<file path="src/rtl/mem_access_ctrl_if.sv">
// mem_access_ctrl_if: request, memory and response signals of mem_access_ctrl.
//   slave  : the controller itself (accepts requests, strobes memory, responds)
//   master : the environment (issues requests, models memory, takes responses)
interface mem_access_ctrl_if #(
  parameter int SIZE = 32
);
  // request channel
  logic                  reqValid;
  logic                  reqWrite;
  logic [2*SIZE-1:0]     reqAddr1;
  logic [2*SIZE-1:0]     reqAddr2;
  logic                  reqReady;
  // memory channel
  logic                  memEnable;
  logic                  memoryControl;
  logic [2*SIZE-1:0]     data1;
  logic [2*SIZE-1:0]     data2;
  logic                  memDone;
  logic [2*SIZE-1:0]     dataOutput1;
  logic [2*SIZE-1:0]     dataOutput2;
  // response channel
  logic                  rspValid;
  logic [SIZE-1:0]       rspData1;
  logic [SIZE-1:0]       rspData2;
  logic                  rspError;

  modport slave (
    input  reqValid, reqWrite, reqAddr1, reqAddr2,
    output reqReady,
    output memEnable, memoryControl, data1, data2,
    input  memDone, dataOutput1, dataOutput2,
    output rspValid, rspData1, rspData2, rspError
  );

  modport master (
    output reqValid, reqWrite, reqAddr1, reqAddr2,
    input  reqReady,
    input  memEnable, memoryControl, data1, data2,
    output memDone, dataOutput1, dataOutput2,
    input  rspValid, rspData1, rspData2, rspError
  );
endinterface

</file>
<file path="src/rtl/mem_access_ctrl.sv">
// mem_access_ctrl: single-request memory access controller.
// Accepts one read (two addresses) or write request at a time, range-checks it,
// strobes memory with a fresh memEnable rising edge, waits at least MIN_WAIT
// cycles for memDone (giving up after TIMEOUT cycles) and returns a one-cycle
// response pulse.
// Build option: define MEM_ACCESS_STATS_EN to enable the saturating
// readCount/writeCount/errorCount statistics; otherwise they are tied to 0.
module mem_access_ctrl #(
  parameter int SIZE      = 32,
  parameter int MAX_RANGE = 10,
  parameter int MIN_WAIT  = 4,
  parameter int TIMEOUT   = 64
) (
  input  logic             clk,
  input  logic             resetN,
  mem_access_ctrl_if.slave bus,
  output logic             busy,
  output logic [15:0]      readCount,
  output logic [15:0]      writeCount,
  output logic [15:0]      errorCount
);

  localparam int AW = 2 * SIZE;
  localparam int CW = (TIMEOUT > 1) ? $clog2(TIMEOUT) : 1;

  localparam logic [AW-1:0] ADDR_LIMIT = AW'(MAX_RANGE);
  localparam logic [CW-1:0] DONE_MIN   = (MIN_WAIT > 0) ? CW'(MIN_WAIT - 1) : '0;
  localparam logic [CW-1:0] CNT_LAST   = (TIMEOUT > 0) ? CW'(TIMEOUT - 1) : '0;

  localparam logic [1:0] IDLE  = 2'd0;
  localparam logic [1:0] ISSUE = 2'd1;
  localparam logic [1:0] WAIT  = 2'd2;
  localparam logic [1:0] DONE  = 2'd3;

  logic [1:0]    state;
  logic [1:0]    state_nxt;
  logic          ready_q;      // low in reset, high from the first edge after release
  logic          req_ready;
  logic          accept;
  logic          range_err;
  logic          err_q;        // accepted request failed the range check
  logic [CW-1:0] wait_cnt;
  logic          complete;
  logic          expired;

  logic          mem_en_q;
  logic          mem_ctl_q;
  logic [AW-1:0] data1_q;
  logic [AW-1:0] data2_q;

  logic          rsp_valid_q;
  logic          rsp_err_q;
  logic [SIZE-1:0] rsp_d1_q;
  logic [SIZE-1:0] rsp_d2_q;

  // Only the low half of each read word is returned.
  logic unused_hi;
  assign unused_hi = &{1'b0, bus.dataOutput1[AW-1:SIZE], bus.dataOutput2[AW-1:SIZE]};

  assign req_ready = ready_q && (state == IDLE);
  assign accept    = bus.reqValid && req_ready;

  // A write only carries an address on reqAddr2; reqAddr1 is its data.
  assign range_err = (bus.reqAddr2 >= ADDR_LIMIT) ||
                     (!bus.reqWrite && (bus.reqAddr1 >= ADDR_LIMIT));

  // memDone is ignored until the minimum wait has elapsed; a success in the
  // last allowed cycle wins over the timeout.
  assign complete = (state == WAIT) && (wait_cnt >= DONE_MIN) && bus.memDone;
  assign expired  = (state == WAIT) && (wait_cnt >= CNT_LAST);

  // Next-state logic. An illegal request uses the post-accept cycle without
  // strobing memory and then reports straight from DONE.
  always_comb begin
    // NOTE: assign a default before the case so every path drives state_nxt;
    // a missing assignment on any branch would infer a latch.
    state_nxt = state;
    case (state)
      IDLE:    if (accept) state_nxt = ISSUE;
      ISSUE:   state_nxt = err_q ? DONE : WAIT;
      WAIT:    if (complete || expired) state_nxt = DONE;
      DONE:    state_nxt = IDLE;
      default: state_nxt = IDLE;
    endcase
  end

  // State register.
  always_ff @(posedge clk or negedge resetN) begin
    // NOTE: sequential state uses non-blocking assignments so every register
    // samples pre-edge values, independent of block ordering.
    if (!resetN) state <= IDLE;
    else         state <= state_nxt;
  end

  // Ready enable: keeps reqReady low while in reset even though state is IDLE.
  always_ff @(posedge clk or negedge resetN) begin
    if (!resetN) ready_q <= 1'b0;
    else         ready_q <= 1'b1;
  end

  // Capture the accepted request; these drive memory for the whole operation.
  always_ff @(posedge clk or negedge resetN) begin
    if (!resetN) begin
      data1_q   <= '0;
      data2_q   <= '0;
      mem_ctl_q <= 1'b0;
      err_q     <= 1'b0;
    end else if (accept) begin
      data1_q   <= bus.reqAddr1;
      data2_q   <= bus.reqAddr2;
      mem_ctl_q <= bus.reqWrite;
      err_q     <= range_err;
    end
  end

  // WAIT cycle counter: 0 in the first WAIT cycle, cleared elsewhere.
  always_ff @(posedge clk or negedge resetN) begin
    if (!resetN)              wait_cnt <= '0;
    else if (state == WAIT)   wait_cnt <= wait_cnt + CW'(1);
    else                      wait_cnt <= '0;
  end

  // Memory strobe: high exactly while in WAIT, so it rises one cycle after
  // data1/data2/memoryControl settle and is low through DONE and IDLE.
  always_ff @(posedge clk or negedge resetN) begin
    if (!resetN) mem_en_q <= 1'b0;
    else         mem_en_q <= (state_nxt == WAIT);
  end

  // Response: one-cycle pulse in DONE; read data captured only on a
  // successful read, otherwise the previous result is held.
  always_ff @(posedge clk or negedge resetN) begin
    if (!resetN) begin
      rsp_valid_q <= 1'b0;
      rsp_err_q   <= 1'b0;
      rsp_d1_q    <= '0;
      rsp_d2_q    <= '0;
    end else begin
      rsp_valid_q <= (state_nxt == DONE);
      if (state_nxt == DONE)
        rsp_err_q <= (state == ISSUE) ? err_q : !complete;
      if (complete && !mem_ctl_q) begin
        rsp_d1_q <= bus.dataOutput1[SIZE-1:0];
        rsp_d2_q <= bus.dataOutput2[SIZE-1:0];
      end
    end
  end

`ifdef MEM_ACCESS_STATS_EN
  logic [15:0] rd_cnt;
  logic [15:0] wr_cnt;
  logic [15:0] er_cnt;

  // Saturating statistics, classified on each response pulse.
  always_ff @(posedge clk or negedge resetN) begin
    if (!resetN) begin
      rd_cnt <= '0;
      wr_cnt <= '0;
      er_cnt <= '0;
    end else if (rsp_valid_q) begin
      if (rsp_err_q) begin
        if (er_cnt != 16'hFFFF) er_cnt <= er_cnt + 16'd1;
      end else if (mem_ctl_q) begin
        if (wr_cnt != 16'hFFFF) wr_cnt <= wr_cnt + 16'd1;
      end else begin
        if (rd_cnt != 16'hFFFF) rd_cnt <= rd_cnt + 16'd1;
      end
    end
  end

  assign readCount  = rd_cnt;
  assign writeCount = wr_cnt;
  assign errorCount = er_cnt;
`else
  assign readCount  = '0;
  assign writeCount = '0;
  assign errorCount = '0;
`endif

  assign bus.reqReady      = req_ready;
  assign bus.memEnable     = mem_en_q;
  assign bus.memoryControl = mem_ctl_q;
  assign bus.data1         = data1_q;
  assign bus.data2         = data2_q;
  assign bus.rspValid      = rsp_valid_q;
  assign bus.rspError      = rsp_err_q;
  assign bus.rspData1      = rsp_d1_q;
  assign bus.rspData2      = rsp_d2_q;
  assign busy              = (state != IDLE);

endmodule

</file>
<file path="src/flat_wrapper.sv">
// flat-port wrapper written by rule: the top's interface ports become plain ports
module mem_access_ctrl_flat 
#(
  parameter int SIZE      = 32,
  parameter int MAX_RANGE = 10,
  parameter int MIN_WAIT  = 4,
  parameter int TIMEOUT   = 64
)
  (clk, resetN, busy, readCount, writeCount, errorCount, bus_reqValid, bus_reqWrite, bus_reqAddr1, bus_reqAddr2, bus_reqReady, bus_memEnable, bus_memoryControl, bus_data1, bus_data2, bus_memDone, bus_dataOutput1, bus_dataOutput2, bus_rspValid, bus_rspData1, bus_rspData2, bus_rspError);
  mem_access_ctrl_if #(.SIZE(SIZE)) bus_i ();
  input  logic clk;
  input  logic resetN;
  output logic busy;
  output logic [15:0] readCount;
  output logic [15:0] writeCount;
  output logic [15:0] errorCount;
  input wire logic [$bits(bus_i.reqValid)-1:0] bus_reqValid;
  input wire logic [$bits(bus_i.reqWrite)-1:0] bus_reqWrite;
  input wire logic [$bits(bus_i.reqAddr1)-1:0] bus_reqAddr1;
  input wire logic [$bits(bus_i.reqAddr2)-1:0] bus_reqAddr2;
  output wire logic [$bits(bus_i.reqReady)-1:0] bus_reqReady;
  output wire logic [$bits(bus_i.memEnable)-1:0] bus_memEnable;
  output wire logic [$bits(bus_i.memoryControl)-1:0] bus_memoryControl;
  output wire logic [$bits(bus_i.data1)-1:0] bus_data1;
  output wire logic [$bits(bus_i.data2)-1:0] bus_data2;
  input wire logic [$bits(bus_i.memDone)-1:0] bus_memDone;
  input wire logic [$bits(bus_i.dataOutput1)-1:0] bus_dataOutput1;
  input wire logic [$bits(bus_i.dataOutput2)-1:0] bus_dataOutput2;
  output wire logic [$bits(bus_i.rspValid)-1:0] bus_rspValid;
  output wire logic [$bits(bus_i.rspData1)-1:0] bus_rspData1;
  output wire logic [$bits(bus_i.rspData2)-1:0] bus_rspData2;
  output wire logic [$bits(bus_i.rspError)-1:0] bus_rspError;
  assign bus_i.reqValid = bus_reqValid;
  assign bus_i.reqWrite = bus_reqWrite;
  assign bus_i.reqAddr1 = bus_reqAddr1;
  assign bus_i.reqAddr2 = bus_reqAddr2;
  assign bus_reqReady = bus_i.reqReady;
  assign bus_memEnable = bus_i.memEnable;
  assign bus_memoryControl = bus_i.memoryControl;
  assign bus_data1 = bus_i.data1;
  assign bus_data2 = bus_i.data2;
  assign bus_i.memDone = bus_memDone;
  assign bus_i.dataOutput1 = bus_dataOutput1;
  assign bus_i.dataOutput2 = bus_dataOutput2;
  assign bus_rspValid = bus_i.rspValid;
  assign bus_rspData1 = bus_i.rspData1;
  assign bus_rspData2 = bus_i.rspData2;
  assign bus_rspError = bus_i.rspError;
  mem_access_ctrl #(.SIZE(SIZE), .MAX_RANGE(MAX_RANGE), .MIN_WAIT(MIN_WAIT), .TIMEOUT(TIMEOUT)) u_core (.clk(clk), .resetN(resetN), .bus(bus_i), .busy(busy), .readCount(readCount), .writeCount(writeCount), .errorCount(errorCount));
endmodule
</file>
<file path="config.mk">
export PLATFORM = sky130hd
export DESIGN_NAME = mem_access_ctrl_flat
export DESIGN_NICKNAME = d
export VERILOG_FILES = /design/src/rtl/mem_access_ctrl_if.sv /design/src/rtl/mem_access_ctrl.sv /design/src/flat_wrapper.sv
export SDC_FILE = /design/constraint.sdc
export NUM_CORES = 1
export LEC_CHECK = 0
export CAP_MARGIN = 0
export CORE_AREA = 5 5 195 197
export DETAILED_ROUTE_END_ITERATION = 6
export DIE_AREA = 0 0 200 202
export DONT_BUFFER_PORTS = 1
export SLEW_MARGIN = 15
export SYNTH_ARGS = -nofsm -noshare
export SYNTH_HDL_FRONTEND = slang
export SYNTH_SLANG_ARGS = --single-unit
</file>
<file path="constraint.sdc">
create_clock -name clk -period 2.1 [get_ports clk]
set_input_delay 0.42 -clock clk [delete_from_list [all_inputs] [get_ports clk]]
set_output_delay 0.42 -clock clk [all_outputs]
set_load 0.02 [all_outputs]
</file>
# Yosys cells after proc, flatten, opt, wreduce, memory -nomap -nowiden
# Cells that the tools add are included.
[totals]
in_bits = 261
word_cells = 42
ff_bits = 206
out_inout_bits = 246
[op_classes]
add_sub_neg = 1
eq_ne = 5
magnitude_cmp = 4
muxes = 6
n_reduce_logical = 14
[ops]
columns = ["operator", "count"]
rows = [
  ["$ge 64x4->1 const B", 2],
  ["$eq 2x2->1 const B", 4],
  ["$pmux 2 s4", 1],
  ["$logic_and 1x1->1", 7],
  ["$add 6x1->6 const B", 1],
  ["$ge 6x2->1 const B", 1],
  ["$ge 6x6->1 const B", 1],
  ["$mux 6", 1],
  ["$mux 2", 2],
  ["$logic_not 1->1", 3],
  ["$eq 2x1->1 const B", 1],
  ["$logic_not 2->1", 1],
  ["$logic_or 1x1->1", 2],
  ["$mux 1", 2],
  ["$reduce_bool 2->1", 1],
]

# Depth between registers and ports, before layout
# Gate-level depths: netlist of run 1.
[logic_depth]
ltp_word = 7
mapped_depth = 8
mapped_depth_nobuf = 6

# Worst setup path before layout of run 1
# Ideal clock, no wire load.
[synth_path]
path_kind = "reg-to-reg"
startpoint = "register u_core.wait_cnt[5]"
endpoint = "register u_core.rsp_d1_q[0] (netlist: u_core.bus.rspData1[0])"
synth_period_minus_slack_ps = 1894
t_required_ps = 1975
path_buffers = 2
setup_time_ps = 125
t_arrival_ps = 1769
stages_incl_launch_ff = 7
path_slack_ps = 206
path_cell_list = "dfrtp_1 -> or3_1 -> o311a_1 -> nor2b_4 -> buf_12 -> buf_12 -> mux2_4"
[synth_between]
elab_chain_cells = 4
[synth_rtl]
columns = ["item", "line_no", "rtl"]
rows = [
  ["start: declaration", "mem_access_ctrl.sv:42", "logic [CW-1:0] wait_cnt;"],
  ["start signal: assignment", "mem_access_ctrl.sv:119", "else if (state == WAIT) wait_cnt <= wait_cnt + CW'(1);"],
  ["$ge 6x2->1", "mem_access_ctrl.sv:69", "assign complete = (state == WAIT) && (wait_cnt >= DONE_MIN) && bus.memDone;"],
  ["$logic_and 1x1->1 (2 in a row)", "mem_access_ctrl.sv:69", ""],
  ["$logic_and 1x1->1", "mem_access_ctrl.sv:142", "if (complete && !mem_ctl_q) begin"],
  ["end signal: assignment", "mem_access_ctrl.sv:143", "rsp_d1_q <= bus.dataOutput1[SIZE-1:0];"],
  ["end: declaration", "mem_access_ctrl.sv:53", "logic [SIZE-1:0] rsp_d1_q;"],
]
# Every way passes these cells.
# A chain may end at the register's enable or synchronous reset.

# Worst setup path after layout of run 1
[layout_path]
startpoint = "register u_core.wait_cnt[0]"
endpoint = "register u_core.rsp_err_q (netlist: u_core.bus.rspError)"
[layout_between]
elab_chain_cells = 7
elab_cells_between_ends = 11
classes_between = "2 x order compare; 1 x eq/ne; 3 x mux; 5 x reduce/logical"
[layout_rtl]
columns = ["item", "line_no", "rtl"]
rows = [
  ["$ge 6x2->1", "mem_access_ctrl.sv:69", ""],
  ["$logic_and 1x1->1 (2 in a row)", "mem_access_ctrl.sv:69", ""],
  ["$logic_or 1x1->1", "mem_access_ctrl.sv:81", "WAIT: if (complete || expired) state_nxt = DONE;"],
  ["$mux 2", "mem_access_ctrl.sv:81", ""],
  ["$pmux 2 s4", "mem_access_ctrl.sv:78", "case (state)"],
  ["$eq 2x2->1", "mem_access_ctrl.sv:140", "if (state_nxt == DONE)"],
  ["end signal: assignment", "mem_access_ctrl.sv:141", "rsp_err_q <= (state == ISSUE) ? err_q : !complete;"],
  ["end: declaration", "mem_access_ctrl.sv:52", "logic rsp_err_q;"],
]
# Several ways; a longest one is shown, not always the timed one.

==> impl_metrics.ini, run 1 <==
[clock_tree]
clock-sinks = 206
clk_path_buf_depth = 3
cts-buffers-inserted = 24
clockRootBuffer = clkbuf_16
clk_pin_slew_ps = 60
h-tree-depth = 1
cts_tree = built
ctsHoldBuffers = 118
insertion_delay_ps = 520
post_cts_buffers = 0

[sta]
finalCritPeriodShare_pct = 94.1
maxSlewViolCount = 0
max_freq_mhz = 506
finalHoldViolations = 206
finClkSkew_ps = 12.1
setup_viol = 0
holdWs_ps = -409
tns_ps = 0
tightest_slew_ps = 540
rsz0062_at_grt = no
fin_crit_ps = 1980
slew_headroom_pct = 63.7

[critical_path]
slowest_stage = dfrtp_1
cp-start-kind = flip-flop
crit_required_ps = 2500
path_cells = ha_1 > and3_1 > a311o_1 > o2111ai_1 > mux2_2
critPathCaptureType = flip-flop
cp.arrival_ps = 2370
slowest_delay_ps = 390
critical_path_class = flip-flop to flip-flop
worstPathMaxFanout = 3

[die]
die_w_um = 200
dieArea_sq_mm = 0.0404
core_area_sq_mm = 0.0361
rows = 70
io_pins = 507
initial_utilization_pct = 24.2
die_h_um = 202

[yosys]
synth.avg_cell_area_sq_um = 10.6
syn_area_sq_mm = 0.00874
synth_cell_type_count = 33
ys_ff_latch = 206
yosysSeqAreaShare_pct = 59.0
yosysWarnings = 0
synth_edf_count = 0
postSynthCellCount = 828
synth_flop_cell = dfrtp_1
ys_async_sr_fraction_pct = 100

[cells_and_area]
nets = 1216
syn2layout_area_growth_pct = 26.9
final_area_sq_mm = 0.0111
utilization_pct = 30.7
diodes = 0
drive_above_1_share_pct = 12.8
finalNonFillerCells = 1435

[power]
p_per_area_mw_per_mm2 = 1420
leakage_nw = 5.47
vdd_ir_drop_max_v = 0.000907

[outcome]
status = finished, violations left
violations = negative hold slack

[routing]
first_pass_iters = 6
num_vias = 6169
wl_per_cell_um = 18.3
drt_iter0_markers = 273
ant_nets = 0
drcViolationCount = 0
vias_per_cell = 4.30
drt-total-wl_um = 26200

[global_routing]
antenna_found_initial = 0
grt_max_degree = 207
grt_pass1_wl_um = 38900
grt_overflow = 0
grt.total_usage_pct = 12.0
grt_pass1_vias = 6750

[placement]
placed_area_sq_mm = 0.00908
dp_cells = 1274
hpwl_um = 17900
portBuffers = 0
gp_congestion = 0.805

[worst_hold_path]
holdCritPathClass = input pin to asynchronous set/reset pin

[job]
maxCapViolCount = 0
==> cell families (layout without fill, tap and decap cells) <==
family	Yosys count	count (layout)	share of synthesized area, %
fa+ha+maj	5	5	0.716
buf+inv	89	181	7.19
mux	65	65	11.0
xor+xnor	3	3	0.301
compound gates	13	13	1.07
flops	206	206	59.0
simple gates	445	445	20.7
other cells	2	49	0.0859
==> critical path, delay by kind of cell (launching register included) <==
family | cells | cell delay (ps)
AOI/OAI and AO/OA | 2 | 650
muxes | 1 | 370
DFF | 1 | 390
adders and majority gates | 1 | 240
and+or+nand+nor | 1 | 210
==> layer usage <==
layer	vias to the layer above	part of all wire (%)	track usage, %
met3	53	11	4.22
li1	2811	-	-
met4	0	3.3	4.51
met1	2978	36	13.5
met2	327	49	20.9
met5	-	0	0
==> placed cells by master (no fill, tap or decap), drive strengths merged, types with 2 or more instances in the layout <==
cell type / count
nand2: 388
dfrtp: 206
dlygate4sd3: 118
mux2: 65
conb: 49
clkbuf: 36
nor4: 30
buf: 15
nand4: 7
inv: 6
o21ai: 5
ha: 5
and2: 5
nand3: 4
clkinv: 3
nor2b: 3
or3: 2
xor2: 2
nor2: 2
bufinv: 2
and3: 2
==> flip-flops by register name (all words and copies together) (netlist names) <==
signal,count
u_core.ready_q,1
u_core.bus.memoryControl,1
u_core.bus.memEnable,1
u_core.state,2
u_core.bus.rspData1,32
u_core.err_q,1
u_core.bus.data1,64
u_core.bus.rspValid,1
u_core.wait_cnt,6
u_core.bus.rspData2,32
u_core.bus.data2,64
u_core.bus.rspError,1
==> synthesized netlist by cell type, drive strengths merged, types with 2 or more instances <==
master    n  area [sq um]
conb      2          7.51
nand3     4          20.0
inv       5          18.8
and2      5          31.3
nor4     30           188
nor2b     3          26.3
buf      58           512
or3       2          12.5
nand2   388          1460
nor2      2          7.51
o21ai     5          25.0
clkbuf   26          97.6
dfrtp   206          5150
xor2      2          17.5
mux2     65           957
ha        5          62.6
nand4     7          43.8
and3      2          12.5
==> final timing paths <==
| kind | from | end | depth (start not counted) | slack [ps] |
|---|---|---|---|---|
| max | u_core.wait_cnt[0] | u_core.bus.rspError | 5 | 120 |
| min | resetN | u_core.bus.rspData2[19] | 0 | -410 |
| max reg2reg | u_core.wait_cnt[0] | u_core.bus.rspError | 5 | 120 |
| min reg2reg | u_core.wait_cnt[0] | u_core.wait_cnt[0] | 1 | 470 |
| max in group asynchronous | resetN | u_core.bus.data1[35] | 0 | 2240 |
| min in group clk | bus_reqAddr1[51] | u_core.bus.data1[51] | 2 | 30 |
==> report_power, final <==
group	leakage, nW	internal, W	switching [W]	total [W]
logic	2.43	0.00134	0.00137	0.00271
registers	2.63	0.00553	0.00324	0.00877
clock network	0.402	0.00263	0.00166	0.00429
==> what timing repair did <==
| action | in CTS | in global routing |
|---|---|---|
| hold endpoints to repair | 324 | 206 |
| setup endpoints to repair | 0 | 27 |
| gates resized for setup | 0 | 3 |
==> layout make-up <==
class / count / area, sq um
clock buffers: 36 / 727
repair buffers: 133 / 1360
fillers: 3596 / 25000
multi-input cells: 580 / 3160
inverters: 5 / 18.8
well taps: 468 / 586
flip-flops and latches: 206 / 5150
clock inverters: 7 / 91.3
==> metrics by stage <==
| stage | total power (W) | worst slack [ps] | hold WS [ps] |
|---|---|---|---|
| global placement | 0.0113 | 29.4 | 130 |
| floorplan | 0.0104 | 206 | 124 |
| CTS | 0.0160 | 22.5 | -448 |
| detailed placement | 0.0114 | 18.4 | 130 |
| finish | 0.0158 | 124 | -409 |
| global route | 0.0167 | 21.4 | -444 |
No activity file was read; power rests on OpenSTA's default activity.
==> run 2: changes to the inputs <==
clock period = 2.5 ns   (was 2.1 ns; I/O delays follow)
==> impl_metrics.ini, run 2 (synthesis gave the netlist of run 1 again) <==
[power]
p_seq_share_pct = 56.0
p_sw_w = 0.00513
leakage_nw = 4.97
vdd_ir_drop_max_v = 0.000595
p_clk_share_pct = 28.4
p_per_area_mw_per_mm2 = 1330
p_int_w = 0.00798
comb_power_share_pct = 15.6
switching_share_pct = 39.1

[outcome]
status = finished, violations left
violations = negative hold slack

[cells_and_area]
syn2layout_area_growth_pct = 13.2
layout.cells.most_common = nand2_1
utilization_pct = 27.4
drive_above_1_share_pct = 14.1
final_cell_mix = 388 x nand2_1, 206 x dfrtp_1, 60 x mux2_4
nets = 1092
diodes = 0

[clock_tree]
clk_path_buf_depth = 3
cts_tree = built
ctsResizeCount = 0
insertion_delay_ps = 520
clk_pin_slew_ps = 50
clockRootBuffer = clkbuf_16
h-tree-depth = 1
clock-sinks = 206
cts-buffers-inserted = 24

[routing]
drt-total-wl_um = 24000
num_vias = 5488
wl_per_cell_um = 18.3
drt_iter0_markers = 187
ant_nets = 0
vias_per_cell = 4.18
drcViolationCount = 0
first_pass_iters = 4

[critical_path]
critical_path_class = flip-flop to flip-flop
cp.arrival_ps = 2640
critPathCaptureType = flip-flop
crit_required_ps = 2900
cp-start-kind = flip-flop
slowest_delay_ps = 390
worstPathMaxFanout = 58
slowest_stage = dfrtp_1
path_cells = inv_1 > ha_1 > o311a_1 > nor2b_4 > buf_12 > mux2_2

[sta]
finClkSkew_ps = 8.74
maxSlewViolCount = 0
setup_viol = 0
rsz0062_at_grt = no
tightest_slew_ps = 757
max_freq_mhz = 445
slew_headroom_pct = 49.5
fin_crit_ps = 2250
finalCritPeriodShare_pct = 89.9
holdWs_ps = -318
tns_ps = 0
finalHoldViolations = 206

[global_routing]
grt.total_usage_pct = 10.9
grt_overflow = 0
grt_max_degree = 207
grt_pass1_vias = 5830
grt_pass1_wl_um = 34800
antenna_found_initial = 0

[die]
core_area_sq_mm = 0.0361
io_pins = 507
rows = 70
initial_utilization_pct = 24.2
die_h_um = 202
die_w_um = 200
dieArea_sq_mm = 0.0404

[placement]
hpwl_um = 17500
portBuffers = 0
gp_congestion = 0.808

[job]
maxCapViolCount = 0

[worst_hold_path]
holdCritPathClass = input pin to asynchronous set/reset pin
==> run 2: changes by cell type in the layout (fill, tap and decap cells not counted), moves of 2 or more <==
cell and change:
clkbuf_8 +2, clkbuf_1 -2, clkinv_2 +2, dlygate4sd3_1 -118, buf_4 -4
==> run 2: worst paths after layout <==
check                                   start                       to  slack, ps  depth (start not counted)
min reg2reg                u_core.wait_cnt[0]       u_core.wait_cnt[0]        470                          1
max reg2reg                   u_core.state[0]  u_core.bus.rspData2[19]        250                          6
min                                    resetN  u_core.bus.rspData2[27]       -320                          0
min in group clk             bus_reqAddr2[37]     u_core.bus.data2[37]         80                          2
max in group asynchronous              resetN     u_core.bus.data1[39]       2510                          0
max                           u_core.state[0]  u_core.bus.rspData2[19]        250                          6
==> run 2: critical path: cells and delay by family (launching register included) <==
| family | cells | cell delay, ps |
|---|---|---|
| adders and majority gates | 1 | 290 |
| AOI/OAI and AO/OA | 1 | 310 |
| buffers and inverters | 2 | 490 |
| DFF | 1 | 390 |
| and+or+nand+nor | 1 | 210 |
| muxes | 1 | 390 |
==> run 2: power groups by stage <==
stage	registers [W]	clock network, W	logic [W]
after global routing	0.00752	0.00399	0.00238
after floorplan	0.00696	0	0.00181
final	0.00734	0.00372	0.00205
after global placement	0.00742	0	0.00200
after CTS	0.00739	0.00387	0.00209
after detailed placement	0.00741	0	0.00209
==> run 2: final cells by class <==
type,count,area [sq um]
fillers,3803,26200
flip-flops and latches,206,5150
multi-input cells,580,3150
clock buffers,36,747
well taps,468,586
repair buffers,9,118
clock inverters,8,115
inverters,5,18.8
==> run 2: what timing repair did <==
item | 4_1_cts | 5_1_grt
endpoints found under the hold margin | 206 | 206
setup endpoints to repair | 0 | 0
setup buffers | 0 | 0
==> run 2: metal layers <==
metal  vias to the layer above  share of wire (%)  global-route usage, %
met5                         -                  0                      0
met4                         0                4.0                   4.71
met3                        51                 12                   4.28
met2                       300                 46                   17.5
met1                      2587                 38                   12.8
li1                       2550                  -                      -
==> run 2: stage by stage <==
stage / worst slack, ps / std cells / total power (W) / hold slack, ps / instance area, sq um
finish: 253 / 1312 / 0.0131 / -318 / 9890
global route: 98.1 / 1312 / 0.0139 / -358 / 9890
CTS: 212 / 1312 / 0.0133 / -366 / 9890
detailed placement: 237 / 1268 / 0.00951 / 211 / 9030
global placement: 259 / 1268 / 0.00942 / 210 / 9030
floorplan: 606 / 875 / 0.00876 / 204 / 8920
==> run 3: changes to the inputs <==
==> constraint.sdc (replaced) <==
create_clock -name clk -period 2.5 [get_ports clk]
set_input_delay 0.125 -clock clk [delete_from_list [all_inputs] [get_ports clk]]
set_output_delay 0.125 -clock clk [all_outputs]
set_load 0.02 [all_outputs]
==> impl_metrics.ini, run 3 (synthesis gave the netlist of run 1 again) <==
[sta]
tightest_slew_ps = 671
finClkSkew_ps = 6.48
holdWs_ps = -698
max_freq_mhz = 450
slew_headroom_pct = 54.9
fin_crit_ps = 2220
finalCritPeriodShare_pct = 88.8
tns_ps = 0
finalHoldViolations = 206
setup_viol = 0
maxSlewViolCount = 0
rsz0062_at_grt = no

[routing]
num_vias = 6531
first_pass_iters = 4
ant_nets = 0
top_layer = met4
wl_met2_um = 13400
wl_per_cell_um = 18.3
wl_met3_um = 2980
drt_iter0_markers = 268
drcViolationCount = 0
drt-total-wl_um = 27700
met1Wirelength_um = 10200
vias_per_cell = 4.33

[job]
maxCapViolCount = 0

[power]
leakage_nw = 5.78
vdd_ir_drop_max_v = 0.000727
p_per_area_mw_per_mm2 = 1140

[placement]
dp_cells = 1269
hpwl_um = 17800
gp_congestion = 0.797
portBuffers = 0

[clock_tree]
clk_path_buf_depth = 3
ctsHoldBuffers = 194
ctsResizeCount = 0
clockRootBuffer = clkbuf_16
insertion_delay_ps = 520
cts_tree = built
clock-sinks = 206
cts-buffers-inserted = 25
post_cts_buffers = 0
h-tree-depth = 1
clk_pin_slew_ps = 60

[die]
die_w_um = 200
die_h_um = 202
initial_utilization_pct = 24.2
io_pins = 507
dieArea_sq_mm = 0.0404
core_area_sq_mm = 0.0361
rows = 70

[global_routing]
grt_pass1_wl_um = 40800
grt_max_degree = 207
grt_overflow = 0
grt_pass1_vias = 7174
grt.total_usage_pct = 12.6
antenna_found_initial = 0

[outcome]
status = finished, violations left
violations = negative hold slack

[critical_path]
crit_path_start = u_core.state[0]
cp-start-kind = flip-flop
cp.arrival_ps = 2620
worstPathMaxFanout = 42
critical_path_class = flip-flop to flip-flop
crit_required_ps = 2900
r2r-start = u_core.state[0]
critPathCaptureType = flip-flop

[cells_and_area]
diodes = 0
finalNonFillerCells = 1508
syn2layout_area_growth_pct = 35.2
utilization_pct = 32.8
final_cell_mix = 388 x nand2_1, 206 x dfrtp_1, 194 x dlygate4sd3_1
nets = 1288
layout.cells.most_common = nand2_1
nFillCells = 3563
drive_above_1_share_pct = 11.5

[worst_hold_path]
holdCritPathClass = input pin to asynchronous set/reset pin
-- run 3: critical path: stages, from the launching register on --
cell	delay, ps
dfrtp_1	400
inv_1	140
ha_1	300
o311a_1	310
nor2b_4	230
buf_12	300
mux2_2	390
-- run 3: final timing paths --
| check | endpoint | cells after the start | slack (ps) |
|---|---|---|---|
| hold reg to reg | u_core.wait_cnt[0] | 1 | 460 |
| setup reg to reg | u_core.bus.rspData2[19] | 6 | 280 |
| setup / recovery | u_core.bus.rspData2[19] | 6 | 280 |
| max in group asynchronous | u_core.bus.data1[59] | 0 | 2920 |
| hold / removal | u_core.bus.rspData2[30] | 0 | -700 |
| min in group clk | u_core.err_q | 4 | 60 |
-- run 3: where the power goes --
group | switching [W] | leakage (nW) | internal [W] | total (W)
registers | 0.00273 | 2.63 | 0.00464 | 0.00737
clock network | 0.00143 | 0.427 | 0.00232 | 0.00375
logic | 0.00120 | 2.72 | 0.00118 | 0.00238
total | 0.00536 | 5.78 | 0.00814 | 0.0135
-- run 3: cell type report --
class                   count  area [sq um]  share of cell area [%]
flip-flops and latches    206          5150                    43.6
multi-input cells         580          3150                    26.7
repair buffers            204          2050                    17.4
clock buffers              35           723                    6.12
well taps                 468           586                    4.95
clock inverters            10           133                    1.12
inverters                   5          18.8                   0.159
-- run 3: through the flow --
| stage | area, sq um | total power, W | hold WS [ps] | setup slack (ps) |
|---|---|---|---|---|
| after floorplan | 8920 | 0.00876 | -171 | 606 |
| after global placement | 9020 | 0.00941 | -166 | 355 |
| after detailed placement | 9020 | 0.00952 | -165 | 275 |
| after CTS | 11800 | 0.0136 | -742 | 255 |
| after global routing | 11800 | 0.0143 | -730 | 117 |
| final | 11800 | 0.0135 | -698 | 280 |
-- run 3: layer usage --
layer  up-vias  GRT usage, %
li1       2948             -
met1      3133          14.1
met2       372          21.7
met3        78          4.25
met4         0          5.34
met5         -             0
